## src/rtl/impl_mon_pkg.sv

```systemverilog
// impl_mon_pkg: shared limits and parameter-legality check for the implication monitor
package impl_mon_pkg;
    localparam int IMPL_MON_DELAY_MAX     = 8;
    localparam int IMPL_MON_CNT_W_DEFAULT = 8;
    localparam int IMPL_MON_CNT_W_MIN     = 2;
    localparam int IMPL_MON_CNT_W_MAX     = 16;

    function automatic bit impl_mon_params_ok(input int delay, input int cnt_w);
        return delay >= 1 && delay <= IMPL_MON_DELAY_MAX &&
               cnt_w >= IMPL_MON_CNT_W_MIN && cnt_w <= IMPL_MON_CNT_W_MAX;
    endfunction
endpackage

```

## src/rtl/impl_mon_sat_counter.sv

```systemverilog
// impl_mon_sat_counter: saturating up-counter with synchronous clear
module impl_mon_sat_counter #(
    parameter int W = 8
) (
    input  logic         CLK,
    input  logic         ASYNCRESETN,
    input  logic         inc,
    input  logic         clr,
    output logic [W-1:0] count
);
    // count up on inc, stick at all-ones, clear has priority
    always_ff @(posedge CLK or negedge ASYNCRESETN) begin
        if (!ASYNCRESETN)
            count <= '0;
        else
            count <= clr ? '0 : (inc && count != '1) ? count + 1'b1 : count;
    end
endmodule

```

## src/rtl/implication_monitor.sv

```systemverilog
// implication_monitor: hardware check of "antecedent |-> ##DELAY consequent"; IMPL_MON_PASS_COUNT_EN adds pass_count
module implication_monitor
    import impl_mon_pkg::*;
#(
    parameter int DELAY = 1,
    parameter int CNT_W = IMPL_MON_CNT_W_DEFAULT
) (
    input  logic             CLK,
    input  logic             ASYNCRESETN,
    input  logic             en,
    input  logic             antecedent,
    input  logic             consequent,
    input  logic             clear,
    output logic             violation,
    output logic             fail_sticky,
    output logic [CNT_W-1:0] fail_count,
`ifdef IMPL_MON_PASS_COUNT_EN
    output logic [CNT_W-1:0] pass_count,
`endif
    output logic             pending
);
    if (!impl_mon_params_ok(DELAY, CNT_W)) begin : g_bad_params
        $error("implication_monitor: illegal DELAY=%0d or CNT_W=%0d", DELAY, CNT_W);
    end

    logic [DELAY-1:0] obl;
    logic             mature;
    logic             fail_hit;

    assign mature   = obl[DELAY-1];
    assign fail_hit = mature & ~consequent;
    assign pending  = |obl;

    // obligation pipeline plus registered violation pulse and sticky flag; clear flushes everything
    always_ff @(posedge CLK or negedge ASYNCRESETN) begin
        if (!ASYNCRESETN) begin
            obl         <= '0;
            violation   <= 1'b0;
            fail_sticky <= 1'b0;
        end else begin
            obl         <= clear ? '0 : (obl << 1) | DELAY'(en & antecedent);
            violation   <= ~clear & fail_hit;
            fail_sticky <= ~clear & (fail_sticky | fail_hit);
        end
    end

    impl_mon_sat_counter #(.W(CNT_W)) u_fail_cnt (
        .CLK         (CLK),
        .ASYNCRESETN (ASYNCRESETN),
        .inc         (fail_hit),
        .clr         (clear),
        .count       (fail_count)
    );

`ifdef IMPL_MON_PASS_COUNT_EN
    impl_mon_sat_counter #(.W(CNT_W)) u_pass_cnt (
        .CLK         (CLK),
        .ASYNCRESETN (ASYNCRESETN),
        .inc         (mature & consequent),
        .clr         (clear),
        .count       (pass_count)
    );
`endif
endmodule

```

## config.mk

```make
export PLATFORM = sky130hd
export DESIGN_NAME = implication_monitor
export DESIGN_NICKNAME = d
export VERILOG_FILES = /design/src/rtl/impl_mon_pkg.sv /design/src/rtl/impl_mon_sat_counter.sv /design/src/rtl/implication_monitor.sv
export SDC_FILE = /design/constraint.sdc
export NUM_CORES = 1
export LEC_CHECK = 0
export CORE_MARGIN = 2
export CORE_UTILIZATION = 30
export DETAILED_ROUTE_END_ITERATION = 10
export SLEW_MARGIN = 20
export SYNTH_ARGS = -nofsm -noshare
export SYNTH_HDL_FRONTEND = slang
export SYNTH_SLANG_ARGS = --single-unit
```

## constraint.sdc

```tcl
create_clock -name CLK -period 1.8 [get_ports CLK]
set_input_delay 0.18 -clock CLK [delete_from_list [all_inputs] [get_ports CLK]]
set_output_delay 0.18 -clock CLK [all_outputs]
set_load 0.05 [all_outputs]
```

Word level (Yosys, flattened, before mapping)
Cells that the tools add are included.

operators by class
  $add $sub $neg = 1
  reductions and logical operators = 2
  bitwise operators = 7
  muxes and demuxes = 3
  equal/unequal tests = 1

operator list
  operator                                                       count
  8-bit two-way mux                                              2
  8-bit by 1-bit adder with 8-bit output, second input constant  1
  8-bit inequality test, second input constant                   1
  1-bit AND                                                      4
  1-bit NOT                                                      2
  2-bit nonzero test                                             1
  1-bit logical AND                                              1
  1-bit two-way mux                                              1
  1-bit bitwise OR                                               1

storage, ports and cells
  register bits after elaboration = 11
  logic and storage cells = 18
  output and inout bits = 11
  input port bits = 6

Longest topological paths before layout
Gate-level depths: netlist of the first run.

  depth after elaboration = 5
  mapped depth = 5
  gate-level depth less buffers = 5

Cells and area by module
Synthesis of the first run repeated with hierarchy kept, for this count alone.

unflattened totals
  cell total of the unflattened synthesis = 52
  area, all modules = 546.8 um^2

modules (own cells, without submodules)
  module                cells each  sequential area each (um^2)  area each (um^2)  times used
  impl_mon_sat_counter  42          200.2                        430.4             1
  implication_monitor   10          75.1                         116.4             1

Least setup slack after synthesis of the first run
No wires, ideal clock.

  path type = register -> register
  from = register u_fail_cnt.count[0]
  to = register u_fail_cnt.count[1]
  stages on the path, launching flop included = 6
  clock period less this slack = 1663 ps
  path slack = 137 ps
  path buffers = 0
  required time = 1668 ps
  setup time = 132 ps
  data arrival time = 1531 ps
  cells stage by stage = dfrtp_1 -> ha_1 -> nand3_2 -> o21ai_2 -> mux2i_1 -> nor2_1

between the ends
  word-level cells in the longest chain between the ends = 3
  elaborated cells between the ends (all ways) = 6
  those cells by class = 1 x add/sub; 1 x eq/ne; 2 x mux; 2 x reduce/logical

RTL lines
  element                                                                                 RTL line                    source
  start: declaration                                                                      impl_mon_sat_counter.sv:9   output logic [W-1:0] count
  start signal: assignment                                                                impl_mon_sat_counter.sv:16  count <= clr ? '0 : (inc && count != '1) ? count + 1'b1 : count;
  8-bit by 1-bit adder with 8-bit output / 8-bit inequality test (equally long branches)  impl_mon_sat_counter.sv:16
  8-bit two-way mux / 1-bit logical AND (equally long branches)                           impl_mon_sat_counter.sv:16
  8-bit two-way mux / 2-bit nonzero test (equally long branches)                          n/a

Several ways; a longest one is shown, not always the timed one. The select of a mux whose other input is x is not followed.
A chain may end at the register's enable or synchronous reset.

Worst setup path in the final report of the first run
  from = register u_fail_cnt.count[5]
  to = output fail_count[5]

RTL lines
  element           RTL line                   source
  end: declaration  implication_monitor.sv:16  output logic [CNT_W-1:0] fail_count,

No word-level cell between the ends.

==> flow_summary.toml, run 1 <==
[setup_path]
r2r_end = "u_fail_cnt.count[1]"
cp.arrival_ns = 1.55
cp_cell_sequence = "clkdlybuf4s50_1"
crit_slowest_cell = "clkdlybuf4s50_1"
cp-start-kind = "flip-flop"
reg2reg_from = "u_fail_cnt.count[1]"
crit_cells = 1
critPathLaunch = "u_fail_cnt.count[5]"
crit_fanout = 5
rrSetupSlack_ns = 0.40
crit_family = "buffers and inverters"
rr_worst_depth = 5
criticalPathCategory = "reg -> out"
cpPeakStageDelay_ns = 0.84
crit_required_ns = 1.62
critPathCaptureType = "primary output"
cp_num_buf_inv = 1
worstSetupEndpoint = "fail_count[5]"

[sta]
finalHoldViolCount = 0
period_minus_slack_ns = 1.73
rsz0062_at_grt = "false"
setup_tns_ns = 0
max_freq_ghz = 0.576
setup_viol = 0
finalClockSkew_ns = 0.00117
fin_ws_ns = 0.0653
relSlewSlack = 0.647
slew_violations = 0
tightest_slew_ns = 0.528
finalCritPeriodShare = 0.964

[synth]
synth-main-ff-cell = "dfrtp_1"
syn_avg_cell_area_um2 = 10.7
synthTopCellsByArea = "dfrtp_1, nor2_1, xor2_1, mux2i_1, o211ai_1"
synth-seq-area-share = 0.502
synth_top_area_cell = "dfrtp_1"
ys_seq_elements = 11
synth_edf_count = 0
synth_most_common_cell = "nor2_1"
yosys.area.top_type_share = 0.502
postSynthCellCount = 51
synth_nets = 58
yosysUniqueCellTypes = 19
yosys_warnings = 0
netlist_area_um2 = 548
synth_common_cells = "nor2_1, dfrtp_1, xor2_1"
async_flop_share = 1.00

[power]
power_density_nw_per_um2 = 611
p_leak_uw = 0.000327
vdd_ir_drop_max_mv = 0.297

[drt]
drtAntennaViolNets = 0
drt_pass1_iterations = 2
num_vias = 436
drtIter0Drc = 9
wl_per_cell_um = 11.4
wl_um = 1090
drcViolationCount = 0
via_per_inst = 4.59

[clock_network]
root_buffer = "clkbuf_4"
clkLatencyLatePin_ns = 0.27
cts_sinks = 11
clock_path_buffers = 2
cts-htree-levels = 1
cts_resized = 0
cts_setup_buffers = 0
cts_tree = "built"
ctsHoldBuffers = 0
cts_inserted_buffers = 3
cts.clk_slew.worst_paths_ns = 0.07

[die]
die_x_um = 46.7
fp.dieH_um = 46.7
io_pins = 17
die_area_um2 = 2180
core_um2 = 1730
row_count = 15
initial_core_util = 0.317

[finish]
area_growth_pct = 39.0
final_util = 0.441
drive_above_1_share = 0.114
postLayoutCellArea_um2 = 762
layout.nets = 78
fin_cells = 95
nFillCells = 187
n_antenna_cell = 0

[place]
dpl_worst_slack_ns = 0.314
placed_area_um2 = 736
dpl.cell_count = 91
post-dp-hpwl_um = 770
gp_congestion = 0.696
portBuffers = 16

[grt]
grt_max_degree = 12
track_usage = 0.123
grt_pass1_wl_um = 1740
grt_pass1_vias = 401
grt_antenna_before_repair = 0
grt.overflow.total = 0

[outcome]
outcome = "complete, no violations"

[min_path]
hp-class = "in -> async"

[job]
drv_cap = 0
-- flip-flops by register name, indices dropped and copies added (netlist names) --
| name | cells |
|---|---|
| u_fail_cnt.count | 8 |
| fail_sticky | 1 |
| pending | 1 |
| violation | 1 |
-- report_power, final --
group,internal (uW),switching [uW]
logic,17.7,24.3
clock network,85.8,85.5
registers,250,2.25
-- logic make-up after synthesis --
kind of cell             Yosys count  synth area share
flip-flops                        11             0.502
adder cells (fa/ha/maj)            1            0.0228
XOR/XNOR                           5            0.0799
AND/OR/NAND/NOR                   25             0.249
multiplexers                       3            0.0548
buffers and inverters              1           0.00684
AO/OA/AOI/OAI                      5            0.0845
-- layer usage --
metal / up-vias / track usage / routed length, um
met5: - / 0 / 0
met4: 0 / 0.122 / 64
met3: 6 / 0.0538 / 58
met2: 14 / 0.153 / 450
met1: 201 / 0.153 / 511
li1: 215 / - / -
-- area by class of cell --
cell class	count	area [um2]	area share
flip-flops and latches	11	275	0.361
repair buffers	16	160	0.210
clock buffers	4	26.3	0.0345
multi-input cells	39	269	0.353
well taps	25	31.3	0.0411
-- stage by stage --
stage | power [uW] | hold slack, ns
4_1_cts | 472 | 0.271
6_report | 465 | 0.245
3_3_place_gp | 300 | 0.495
2_1_floorplan | 276 | -0.116
5_1_grt | 483 | 0.280
3_5_place_dp | 300 | 0.496
-- layout by cell type (no fill, tap or decap) --
cell type        Yosys  final
o2111ai_2            1      1
nor3_2               1      1
or2b_1               1      1
clkbuf_1             1      1
o21ai_2              1      1
and4b_1              1      1
xor2_1               5      5
o211ai_1             3      3
clkdlybuf4s50_1      0     16
nand3_2              1      1
nor2_1              13     13
mux2i_1              3      3
nand4_2              1      1
and2_1               1      1
clkbuf_4             0      3
nand2b_1             1      1
nand2_1              3      3
dfrtp_1             11     11
and3_1               1      1
ha_1                 1      1
and2b_1              1      1
-- how the worst min path moves through the flow --
stage                startpoint                  end  slack, ns  cells after the start
finish              ASYNCRESETN  u_fail_cnt.count[3]       0.24                      1
global route        ASYNCRESETN  u_fail_cnt.count[3]       0.28                      1
CTS                 ASYNCRESETN  u_fail_cnt.count[2]       0.27                      1
detailed placement  fail_sticky          fail_sticky       0.50                      2
global placement    fail_sticky          fail_sticky       0.49                      2
floorplan           ASYNCRESETN          fail_sticky      -0.12                      0
Power figures use the tool's default switching activity.
==> run 2, diff against run 1 <==
--- a/config.mk
+++ b/config.mk
@@ -8,6 +8,7 @@
 export CORE_MARGIN = 2
 export CORE_UTILIZATION = 30
 export DETAILED_ROUTE_END_ITERATION = 10
+export GPL_TIMING_DRIVEN = 0
 export SLEW_MARGIN = 20
 export SYNTH_ARGS = -nofsm -noshare
 export SYNTH_HDL_FRONTEND = slang
==> run 2 against run 1 <==
  * Non-clock buffer count rose by 1
  * Clock power down 4%
  * Largest cell class unchanged
  * Routed wire length is 4.9% lower
  * Critical path depth unchanged
  * Design area rose by 0.49%
  * Sequential power about the same
  * Total power shrank 1.2%
==> flow_summary.toml, run 2 (same netlist as run 1, synthesis figures left out) <==
[clock_network]
cts_tree = "built"
clkLatencyLatePin_ns = 0.26
cts_resized = 0
cts_inserted_buffers = 3
cts-htree-levels = 1
ctsHoldBuffers = 0
clock_path_buffers = 2
cts_setup_buffers = 0
cts_sinks = 11
root_buffer = "clkbuf_4"
cts.clk_slew.worst_paths_ns = 0.07

[sta]
finalHoldViolCount = 0
relSlewSlack = 0.669
tightest_slew_ns = 0.496
period_minus_slack_ns = 1.70
finalCritPeriodShare = 0.945
rsz0062_at_grt = "false"
max_freq_ghz = 0.588
finalClockSkew_ns = 0.000617
setup_viol = 0
slew_violations = 0
setup_tns_ns = 0

[die]
fp.dieH_um = 46.7
io_pins = 17
die_x_um = 46.7
initial_core_util = 0.317
core_um2 = 1730
die_area_um2 = 2180
row_count = 15

[setup_path]
crit_fanout = 5
crit_cells = 1
cpPeakStageDelay_ns = 0.83
crit_slowest_cell = "clkdlybuf4s50_1"
cp-start-kind = "flip-flop"
crit_required_ns = 1.62
crit_family = "buffers and inverters"
rr_worst_depth = 5
cp_cell_sequence = "clkdlybuf4s50_1"
cp.arrival_ns = 1.52
cp_num_buf_inv = 1
critPathCaptureType = "primary output"
criticalPathCategory = "reg -> out"

[finish]
n_antenna_cell = 0
drive_above_1_share = 0.113
layout.nets = 79
postLayoutCellArea_um2 = 766
largest_register_ffs = 8
most-common-layout-cells = "clkdlybuf4s50_1, nor2_1, dfrtp_1, xor2_1"
area_growth_pct = 39.7
top_register = "u_fail_cnt.count"
layout_commonest_cell = "clkdlybuf4s50_1"

[drt]
drt_pass1_iterations = 2
drtAntennaViolNets = 0
num_vias = 427
drcViolationCount = 0
via_per_inst = 4.45
drtIter0Drc = 4
wl_um = 1030
wl_per_cell_um = 10.8

[place]
post-dp-hpwl_um = 788
portBuffers = 16
placed_area_um2 = 739
gp_congestion = 0.723

[power]
p_leak_uw = 0.000328
vdd_ir_drop_max_mv = 0.325
power_density_nw_per_um2 = 600

[grt]
grt_pass1_vias = 373
grt_max_degree = 12
grt_antenna_before_repair = 0
grt.overflow.total = 0
track_usage = 0.113
grt_pass1_wl_um = 1650

[outcome]
outcome = "complete, no violations"

[job]
drv_cap = 0

[min_path]
hp-class = "in -> async"
run 2: changes by cell type in the layout (fill, tap and decap cells not counted):
cell,previous run,this run
clkbuf_1,1,2
run 2: area by class of cell:
type	instances	area [um2]
plain buffers	1	3.75
fillers	191	961
clock buffers	4	26.3
flip-flops and latches	11	275
multi-input cells	39	269
repair buffers	16	160
well taps	25	31.3
run 2: stage by stage:
step           setup WS [ns]  hold slack [ns]  cells   util  total power, uW
2_1_floorplan          0.137           -0.116     51      -              276
3_3_place_gp           0.305            0.494     92  0.428              300
3_5_place_dp           0.311            0.497     92  0.428              301
4_1_cts               0.0765            0.259     96  0.443              472
5_1_grt               0.0362            0.270     96  0.443              483
6_report              0.0987            0.244     96  0.443              460
run 2: where the power goes:
part | internal (uW) | total [uW] | switching [uW] | leakage [uW]
Sequential | 250 | 252 | 2.29 | 0.000153
Combinational | 18.2 | 42.8 | 24.6 | 0.000161
Clock | 85.5 | 165 | 79.2 | 0.0000150
run 2: path summary, 6_finish.rpt:
check	start	to	slack (ns)
setup / recovery	u_fail_cnt.count[5]	fail_count[5]	0.1
hold / removal	ASYNCRESETN	u_fail_cnt.count[2]	0.24
setup reg to reg	u_fail_cnt.count[0]	u_fail_cnt.count[1]	0.40
hold reg to reg	fail_sticky	fail_sticky	0.51
max in group asynchronous	ASYNCRESETN	pending	1.23
min in group CLK	antecedent	pending	0.44
run 2: metal layers:
| metal | wire length [um] | global-route usage | vias to the layer above | part of all wire |
|---|---|---|---|---|
| met3 | 41 | 0.0346 | 2 | 0.040 |
| li1 | - | - | 215 | - |
| met2 | 481 | 0.169 | 10 | 0.47 |
| met5 | 0 | 0 | - | 0 |
| met1 | 490 | 0.143 | 200 | 0.47 |
| met4 | 18 | 0.0667 | 0 | 0.017 |
==> variant 1, RTL diff (config.mk and constraints of run 2) <==
Put one more register stage on the output `violation`, cleared by the reset. The value now appears one clock later. The other outputs are not delayed to match. Comments in the files are not updated.
--- a/src/rtl/implication_monitor.sv
+++ b/src/rtl/implication_monitor.sv
@@ -21,2 +21,4 @@
 );
+
+    logic violation_s0;
     if (!impl_mon_params_ok(DELAY, CNT_W)) begin : g_bad_params
@@ -37,3 +39,3 @@
             obl         <= '0;
-            violation   <= 1'b0;
+            violation_s0 <= 1'b0;
             fail_sticky <= 1'b0;
@@ -41,3 +43,3 @@
             obl         <= clear ? '0 : (obl << 1) | DELAY'(en & antecedent);
-            violation   <= ~clear & fail_hit;
+            violation_s0 <= ~clear & fail_hit;
             fail_sticky <= ~clear & (fail_sticky | fail_hit);
@@ -63,2 +65,10 @@
 `endif
+    always_ff @(posedge CLK or negedge ASYNCRESETN) begin
+        if (!ASYNCRESETN) begin
+            violation <= '0;
+        end else begin
+            violation <= violation_s0;
+        end
+    end
+
 endmodule
Formal check against the unedited RTL: not equivalent (a bounded check fails within 4 cycles, from zero or initial values and one cycle with ASYNCRESETN low).
==> variant 1 against run 2 <==
Sequential cell count grew 1. Count of clock-buffer cells in the layout is the same. Worst hold slack gained 0.014 ns. Worst setup slack lost 0.027 ns. Cell area grew 4.6%. Power grew 16%. Area after synthesis grew 4.6%. Global-route usage grew 1.1 points. Routed wire length grew 6.9%.
==> variant 1: results (changes against run 2) <==
| Metric | Value |
|---|---|
| Fraction of the yosys area taken by sequential cells | 52.4% (+2.2 points) |
| Worst-Margin Slew | 0.539 ns (+0.0431 ns) |
| DRT Wirelength | 1100 um (+6.9%) |
| Clock skew | 0.00278 ns (+0.00216 ns) |
| Area contributors post-synth | dfrtp_1 (52%), nor2_1 (8.5%), xor2_1 (7.6%), mux2i_1 (5.2%), o211ai_1 (3.9%) |
| Post-synthesis xor/xnor area fraction | 7.64% (-0.35 points) |
| Worst Path Arrival | 1.55 ns (+0.03 ns) |
| Status | completed |
| Adder-cell area share of the yosys netlist | 2.18% (-0.10 points) |
| Compound-gate portion of the synthesized area | 8.08% (-0.37 points) |
| Syn_nets | 59 (+1.7%) |
| Seq pwr | 0.000275 W (+9.1%) |
| Seq cells | 12 (+1) |
| Layout Nets | 80 (+1.3%) |
| Post-synth top cells | nor2_1 (13), dfrtp_1 (12), xor2_1 (5) |
| Leak pwr | 0.348 nW (+6.1%) |
| # placed instances | 93 (+1.1%) |
| FF/Latch Area | 300 um2 (+9.1%) |
| Worst Path Max Fanout | 6 (+1) |
| Worst setup path endpoint | fail_count[4] |
| Clock power frac | 40.2% (+4.4 points) |
| Iteration-0 DRC Markers | 15 (+11) |
| Final clock-cell share | 4.53% (+1.1 points) |
| Maximum VDD drop | 0.587 mV (+80%) |
| Post-DP HPWL | 822 um (+4.3%) |
| Mapped Cells | 52 (+2.0%) |
| Crit. Startpoint | u_fail_cnt.count[4]$_DFFE_PN0P_ |
| Vias in the first global route | 402 (+7.8%) |
| Largest net degree at the start of global routing | 13 (+1) |
| Fill count | 179 (-6.3%) |
-- variant 1: stage by stage --
stage	setup WS [ns]	power (W)	hold slack, ns	instance area [um2]	util (%)
after floorplan	0.137	0.000299	-0.116	573	-
after global placement	0.312	0.000324	0.334	764	43.3
after detailed placement	0.299	0.000325	0.337	764	43.3
after CTS	0.0564	0.000536	0.278	801	45.4
after global routing	0.00902	0.000556	0.301	801	45.4
final	0.0717	0.000533	0.258	801	45.4
-- variant 1: logic make-up after synthesis --
logic type,count (synthesis)
AND/OR/NAND/NOR,25
XOR/XNOR,5
flip-flops,12
buffers and inverters,1
adder cells (fa/ha/maj),1
AO/OA/AOI/OAI,5
multiplexers,3
-- variant 1: metal layers --
metal  GRT usage [%]  vias up  share of wire, %
met2            16.0       10                43
met4            8.11        0               1.7
met1            17.3      205                50
met3            4.15        2               4.8
met5               0        -                 0
li1                -      217                 -
==> variant 2, RTL diff (config.mk and constraints of run 2) <==
Made on the original files. Build with the macro `IMPL_MON_PASS_COUNT_EN` defined.
--- a/src/rtl/implication_monitor.sv
+++ b/src/rtl/implication_monitor.sv
@@ -1,2 +1,4 @@
 // implication_monitor: hardware check of "antecedent |-> ##DELAY consequent"; IMPL_MON_PASS_COUNT_EN adds pass_count
+`define IMPL_MON_PASS_COUNT_EN
+
 module implication_monitor
Formal check against the unedited RTL (old outputs only; new: pass_count): equivalent (Yosys induction, for registers that start in step).
==> variant 2 against run 2 <==
Area after synthesis rose by 95%. Cell area rose by 82%. Fmax down 1.5%. Worst setup slack worse by 0.027 ns. Clock power up 35%. Die area grew 85%. Sequential cell count rose by 8. Routed wire length up 130%. Power rose by 58%. Sequential share of layout area is 1.8 points lower. Critical path type unchanged. Critical endpoint is now pass_count[0]. Largest power group unchanged.
==> variant 2: results (changes against run 2) <==
| Metric | Value |
|---|---|
| Status | completed |
| Post-synthesis mux area share | 6.10% (+0.62 points) |
| Worst R2R Path Depth | 4 (-1) |
| Post-CTS sizing | 5 (+5) |
| GR Util All Layers | 12.8% (+1.5 points) |
| Vias | 929 (+120%) |
| Sw Share | 25.2% (+2.1 points) |
| Num CTS Buffers | 3 (unchanged) |
| Leak pwr | 0.640 nW (+95%) |
| FF-to-FF End | u_fail_cnt.count[0]$_DFFE_PN0P_ |
| Syn_nets | 115 (+98%) |
| Reg2Reg Setup Slack | 0.16 ns (-0.24 ns) |
| Vias in the first global route | 896 (+140%) |
| Post-synthesis async set-or-reset flop share | 100% (unchanged) |
| Worst-Skew Late Latency | 0.30 ns (+0.04 ns) |
| Maximum VDD drop | 0.450 mV (+38%) |
| Post-synth cell types | 39 (+20) |
| Post-synth top cells | dfrtp_1 (19), nor2_1 (9), a21oi_1 (7), nand2b_1 (6), nor3_1 (5) |
| CTS H-tree depth | 1 (unchanged) |
| Area contributors post-synth | dfrtp_1 (45%), nand2b_1 (3.5%), a21oi_1 (3.3%), nor2_1 (3.2%), mux2_2 (3.2%) |
| Post-CTS Setup Inserts | 0 (unchanged) |
| Worst-Margin Slew | 0.892 ns (+0.397 ns) |
| Compound-gate portion of the synthesized area | 14.6% (+6.1 points) |
| Worst Path Arrival | 1.55 ns (+0.03 ns) |
| Port Buf Inserts | 24 (+8) |
| Cell Area, Placed | 1360 um2 (+84%) |
| Adder-cell area share of the yosys netlist | 2.35% (+0.064 points) |
| Worst-path clk slew | 0.11 ns (+0.04 ns) |
| FF/Latch Area | 475 um2 (+73%) |
| Global-route wire length before repair | 4170 um (+150%) |
| Fill count | 375 (+96%) |
| Placer Congestion | 0.796 (+10%) |
| Top FF cell, synth | dfrtp_1 |
| Part of the cycle the worst path needs | 96.0% (+1.5 points) |
| Iteration-0 DRC Markers | 55 (+51) |
| Share of cells above drive strength 1 | 11.1% (-0.16 points) |
| Post-synthesis xor/xnor area fraction | 0% (-8.0 points) |
| Fraction of the yosys area taken by sequential cells | 44.6% (-5.6 points) |
| Post-DP HPWL | 1720 um (+120%) |
| Routed WL per cell | 13.2 um (+23%) |
| Antenna Nets Post-Route | 0 (unchanged) |
| Longest Clk Path Bufs | 2 (unchanged) |
| DRT Pass-1 Iters | 4 (+2) |
| Crit. Startpoint | u_pass_cnt.count[0]$_DFFE_PN0P_ |
| Largest net degree at the start of global routing | 20 (+8) |
| Hold Crit Class | input port to asynchronous set/reset pin |
| Clock skew | 0.00580 ns (+0.00519 ns) |
| Layout Nets | 144 (+82%) |
variant 2: stage by stage:
stage / worst slack [ns] / hold slack [ns] / std cells
after CTS: 0.0120 / 0.377 / 181
after floorplan: 0.0324 / -0.116 / 107
after detailed placement: 0.0533 / 0.486 / 177
final: 0.0720 / 0.369 / 181
after global routing: 0.00123 / 0.403 / 181
after global placement: 0.0652 / 0.482 / 177
variant 2: worst max-delay path by stage:
stage | to | slack (ns) | depth (start not counted)
floorplan | u_fail_cnt.count[0]$_DFFE_PN0P_ | 0.03 | 4
global placement | u_fail_cnt.count[4]$_DFFE_PN0P_ | 0.07 | 4
detailed placement | u_pass_cnt.count[5]$_DFFE_PN0P_ | 0.05 | 4
CTS | pass_count[3] | 0.01 | 1
global route | pass_count[0] | 0.001 | 1
finish | pass_count[0] | 0.07 | 1
variant 2: cells by family after synthesis:
kind of cell    Yosys count
compound gates           21
fa+ha+maj                 2
flops                    19
mux                       6
simple gates             50
buf+inv                   9
variant 2: power by group through the flow:
stage,Sequential (W),Clock (W),Combinational (W)
4_1_cts,0.000436,0.000233,0.0000685
2_1_floorplan,0.000457,0,0.0000202
3_5_place_dp,0.000445,0,0.0000697
3_3_place_gp,0.000444,0,0.0000691
5_1_grt,0.000438,0.000250,0.0000735
6_report,0.000436,0.000223,0.0000668
variant 2: area by class of cell:
type | instances | area share, %
buffer | 5 | 2.16
multi-input combinational | 79 | 39.2
timing repair buffer | 24 | 17.4
inverter | 4 | 1.08
sequential | 19 | 34.2
clock buffer | 4 | 1.89
tap | 46 | 4.14
variant 2: metal layers:
layer	GRT usage, %	up-vias	share of wire, %
met4	1.63	0	0.42
met3	4.11	2	4.9
met2	21.4	22	49
li1	-	456	-
met5	0	-	0
met1	16.5	449	46
